==> src/rtl/parking_meter_pkg.sv <==
// Shared definitions for the parking meter codebase: button FSM encoding and
// default hold/repeat timing constants.
package parking_meter_pkg;

  // Button event FSM state, 2-bit encoding
  typedef enum logic [1:0] {
    StLockout = 2'd0,
    StIdle    = 2'd1,
    StPressed = 2'd2,
    StHold    = 2'd3
  } btn_state_e;

  // Default timing in clk cycles
  localparam int unsigned DefLongCycles   = 50000000;
  localparam int unsigned DefRepeatCycles = 10000000;

endpackage

==> src/rtl/btn_event.sv <==
// Button event generator: turns a debounced button level into press, release,
// long-press and auto-repeat pulses plus a held level. All outputs registered.
// 'release' and 'repeat' are reserved words, so those pulses are exposed as
// btn_release and btn_repeat.
module btn_event
  import parking_meter_pkg::*;
#(
  parameter int unsigned CNT_W         = 26,
  parameter int unsigned LONG_CYCLES   = DefLongCycles,
  parameter int unsigned REPEAT_CYCLES = DefRepeatCycles
) (
  input  logic clk,
  input  logic rst,
  input  logic btn_level,
  output logic press,
  output logic btn_release,
  output logic long_press,
  output logic btn_repeat,
  output logic held
);

  // Reject timing that the counter cannot represent or that is degenerate
  if (LONG_CYCLES < 2 || REPEAT_CYCLES < 2 ||
      64'(LONG_CYCLES) > (64'd1 << CNT_W) ||
      64'(REPEAT_CYCLES) > (64'd1 << CNT_W)) begin : g_param_err
    $error("btn_event: LONG_CYCLES/REPEAT_CYCLES must be >= 2 and <= 2**CNT_W");
  end

  localparam logic [CNT_W-1:0] LongMax   = CNT_W'(LONG_CYCLES - 1);
  localparam logic [CNT_W-1:0] RepeatMax = CNT_W'(REPEAT_CYCLES - 1);

  btn_state_e       state_q, state_d;
  logic [CNT_W-1:0] count_q, count_d;
  logic             press_d, release_d, long_d, repeat_d, held_d;

  // Next-state, counter and pulse decode; release wins over any threshold
  always_comb begin
    state_d   = state_q;
    count_d   = count_q;
    press_d   = 1'b0;
    release_d = 1'b0;
    long_d    = 1'b0;
    repeat_d  = 1'b0;

    unique case (state_q)
      // Wait for the button to be seen released before accepting a press
      StLockout: begin
        count_d = '0;
        if (!btn_level) state_d = StIdle;
      end
      StIdle: begin
        count_d = '0;
        if (btn_level) begin
          state_d = StPressed;
          press_d = 1'b1;
        end
      end
      StPressed: begin
        if (!btn_level) begin
          state_d   = StIdle;
          count_d   = '0;
          release_d = 1'b1;
        end else if (count_q == LongMax) begin
          state_d = StHold;
          count_d = '0;
          long_d  = 1'b1;
        end else begin
          count_d = count_q + CNT_W'(1);
        end
      end
      StHold: begin
        if (!btn_level) begin
          state_d   = StIdle;
          count_d   = '0;
          release_d = 1'b1;
        end else if (count_q == RepeatMax) begin
          count_d  = '0;
          repeat_d = 1'b1;
        end else begin
          count_d = count_q + CNT_W'(1);
        end
      end
      default: begin
        state_d = StLockout;
        count_d = '0;
      end
    endcase

    held_d = (state_d == StPressed) || (state_d == StHold);
  end

  // State, counter and registered outputs; reset parks in lockout
  always_ff @(posedge clk or posedge rst) begin
    if (rst) begin
      state_q     <= StLockout;
      count_q     <= '0;
      press       <= 1'b0;
      btn_release <= 1'b0;
      long_press  <= 1'b0;
      btn_repeat  <= 1'b0;
      held        <= 1'b0;
    end else begin
      state_q     <= state_d;
      count_q     <= count_d;
      press       <= press_d;
      btn_release <= release_d;
      long_press  <= long_d;
      btn_repeat  <= repeat_d;
      held        <= held_d;
    end
  end

endmodule
==> config.mk <==
export PLATFORM = sky130hd
export DESIGN_NAME = btn_event
export DESIGN_NICKNAME = d
export VERILOG_FILES = /design/src/rtl/parking_meter_pkg.sv /design/src/rtl/btn_event.sv
export SDC_FILE = /design/constraint.sdc
export NUM_CORES = 1
export LEC_CHECK = 0
export BUFFER_PORTS_ARGS = -buffer_cell sky130_fd_sc_hd__buf_2
export CELL_PAD_IN_SITES_DETAIL_PLACEMENT = 1
export CELL_PAD_IN_SITES_GLOBAL_PLACEMENT = 1
export CORE_MARGIN = 2
export CORE_UTILIZATION = 50
export DETAILED_ROUTE_END_ITERATION = 6
export PLACE_DENSITY_LB_ADDON = 0.1
export SYNTH_ARGS = -nofsm -noshare
export SYNTH_HDL_FRONTEND = slang
export SYNTH_SLANG_ARGS = --single-unit
==> constraint.sdc <==
create_clock -name clk -period 3.7 [get_ports clk]
set_input_delay 0.37 -clock clk [delete_from_list [all_inputs] [get_ports clk]]
set_output_delay 0.37 -clock clk [all_outputs]
set_load 0.05 [all_outputs]
==> impl_metrics.env <==
export IMPL_status="complete, no violations"
export IMPL_numPortBuffers=7
export IMPL_via_per_inst=6.18
export IMPL_synth_top_area_cell="dfrtp_1"
export IMPL_grtUsageMet3=0.0616
export IMPL_post_cts_buffers=0
export IMPL_synthCells=183
export IMPL_ys_ff_latch=32
export IMPL_antenna_found_initial=0
export IMPL_required_ps=3870
export IMPL_ant_nets=0
export IMPL_routed_wl_mm=4.41
export IMPL_async_flop_share=1.00
export IMPL_drtIter0Drc=99
export IMPL_finalCritPeriodShare=0.645
export IMPL_cts_buffer_depth=2
export IMPL_switching_share=0.298
export IMPL_diodes=0
export IMPL_max_freq_mhz=419
export IMPL_hold_path_class="in -> async"
export IMPL_yosysSeqAreaShare=0.426
export IMPL_nFillCells=420
export IMPL_power_density_mw_per_mm2=455
export IMPL_cts_tree="built"
export IMPL_path_class="reg -> reg"
export IMPL_grt_pass1_wl_mm=7.63
export IMPL_skew_ps=8.22
export IMPL_coreArea_mm2=0.00363
export IMPL_path_max_fanout=15
export IMPL_rsz0062_at_grt="false"
export IMPL_r2r_end="count_q[5]$_DFF_PP0_"
export IMPL_cts_buffers_inserted=5
export IMPL_ir_drop_mv=0.230
export IMPL_die_h_um=65.3
export IMPL_cts_repair_resized=0
export IMPL_track_usage=0.239
export IMPL_synth_area_top_cells="dfrtp_1, xnor2_1, a22oi_2, a21oi_1, ha_1"
export IMPL_clock_sinks=32
export IMPL_crit_arrival_ps=2550
export IMPL_die_w_um=65.3
export IMPL_p_int_uw=657
export IMPL_post_route_util=0.566
export IMPL_via_count=1490
export IMPL_post_route_min_period_ps=2390
export IMPL_final_cell_mix="dfrtp_1, a21oi_1, nand2_1, xnor2_1"
export IMPL_cts_root_buffer_cell="clkbuf_8"
export IMPL_fin_tns_setup_ps=0
export IMPL_hpwl_mm=3.19
export IMPL_route_detailed_drc=0
export IMPL_syn_nets=191
export IMPL_nets=200
export IMPL_r2r_slack_ps=1310
export IMPL_htreeDepth=2
export IMPL_area_delta_synth_final_pct=9.45
export IMPL_worst_slew_pin_slew_ps=803
export IMPL_finalSetupViolations=0
export IMPL_grt_use_met1=0.294
export IMPL_std_cell_rows=22
export IMPL_grt_busiest_layer="met2"
export IMPL_ys_flop_type="dfrtp_1"
export IMPL_drive_above_1_share=0.192
export IMPL_clock_latency_ps=290
export IMPL_hold_violations=0
export IMPL_synth_warnings=0
export IMPL_met2_usage=0.389
export IMPL_clock_power_share=0.396
export IMPL_worst_hold_slack_ps=114
export IMPL_start_kind="flip-flop"
export IMPL_initial_core_util=0.518
export IMPL_synth_edf_count=0
export IMPL_ctsHoldBuffers=0
export IMPL_syn_area_per_cell_um2=10.3
export IMPL_first_global_vias=1620
export IMPL_grt_overflow_total=0
export IMPL_die_area_mm2=0.00427
export IMPL_detail_route_wl_per_cell_um=18.3
export IMPL_seqPwrFrac=0.414
export IMPL_p_leak_uw=0.000779
export IMPL_layout_commonest_cell="dfrtp_1"
export IMPL_ioPinCount=8
export IMPL_endpoint_kind="flip-flop"
export IMPL_r2r_start="count_q[0]$_DFF_PP0_"
export IMPL_synth_area_mm2=0.00188
export IMPL_drv_cap=0
export IMPL_final_max_slew_viol_count=0
export IMPL_pwr_share_comb=0.190
export IMPL_drtPass1Iterations=4
export IMPL_synthDominantCellAreaShare=0.426
export IMPL_clk_pin_slew_worst_paths_ps=70
export IMPL_gp_congestion=0.754
export IMPL_rr_worst_depth=6
export IMPL_ys_types=42
export IMPL_p_sw_uw=279
export IMPL_grt_max_degree=20
export IMPL_slew_headroom=0.460
[flip-flops by register name (all words and copies together) (netlist names)]
signal       flops
count_q         26
press            1
held             1
state_q          1
btn_release      1
btn_repeat       1
long_press       1
[synth_stat cells (2+ instances only)]
library cell,instances
a21oi_1,13
a21oi_2,2
a22oi_1,4
a22oi_2,6
and2_1,2
and3_1,2
and4_1,3
buf_2,2
buf_6,4
dfrtp_1,32
ha_1,5
inv_1,8
nand2_1,12
nand3_1,8
nand4_1,8
nand4_2,2
nor2_1,8
nor3_1,4
nor4_1,3
nor4b_1,3
o21ai_0,8
o31ai_1,5
or3_1,5
or4_1,5
xnor2_1,9
xor2_1,4
[per-stage QoR]
stage	total power (uW)	cell area (um^2)	setup WS [ps]	cells
3_5_place_dp	572	1930	1360	233
2_1_floorplan	534	1880	1910	183
3_3_place_gp	562	1930	1450	233
6_report	936	2060	1310	241
4_1_cts	946	2060	1350	241
5_1_grt	982	2060	1100	241
[cell type report]
cell class              count  area [um^2]  area share
repair buffers             10         57.6      0.0280
well taps                  48         60.1      0.0292
inverters                   8         30.0      0.0146
clock inverters             1         30.0      0.0146
clock buffers               7         96.3      0.0468
multi-input cells         135          983       0.478
flip-flops and latches     32          801       0.389
[power by group through the flow]
stage	sequential, uW	clock (uW)	combinational [uW]
2_1_floorplan	425	0	108
5_1_grt	389	392	200
6_report	387	371	178
4_1_cts	386	380	180
3_5_place_dp	393	0	179
3_3_place_gp	391	0	171
[critical path: stages, from the launching register on]
cell and delay, ps:
dfrtp_1 420, ha_1 230, and3_1 340, nand4_4 180, o31ai_4 640, buf_4 340
a21oi_1 110
[worst max path at each step]
stage / from / to / slack, ps / depth (start not counted)
floorplan: count_q[0]$_DFF_PP0_ / count_q[21]$_DFF_PP0_ / 1910 / 7
global placement: count_q[0]$_DFF_PP0_ / count_q[1]$_DFF_PP0_ / 1450 / 6
detailed placement: count_q[0]$_DFF_PP0_ / count_q[5]$_DFF_PP0_ / 1360 / 6
CTS: count_q[0]$_DFF_PP0_ / count_q[1]$_DFF_PP0_ / 1350 / 6
global route: count_q[0]$_DFF_PP0_ / count_q[1]$_DFF_PP0_ / 1100 / 6
finish: count_q[0]$_DFF_PP0_ / count_q[5]$_DFF_PP0_ / 1310 / 6
[kinds of logic (layout without fill, tap and decap cells)]
| family | after synthesis | in the layout | share of synthesized area |
|---|---|---|---|
| DFF | 32 | 32 | 0.426 |
| xor gates and xnor gates | 13 | 13 | 0.0605 |
| adders and majority gates | 5 | 5 | 0.0333 |
| buffers and inverters | 16 | 26 | 0.0512 |
| AOI/OAI and AO/OA | 44 | 44 | 0.176 |
| and+or+nand+nor | 73 | 73 | 0.253 |
[layer usage]
layer  wire (um)  part of all wire
met4          96             0.022
met5           0                 0
met3         143             0.032
met2        2190              0.50
met1        1970              0.45
Power figures use the tool's default switching activity.
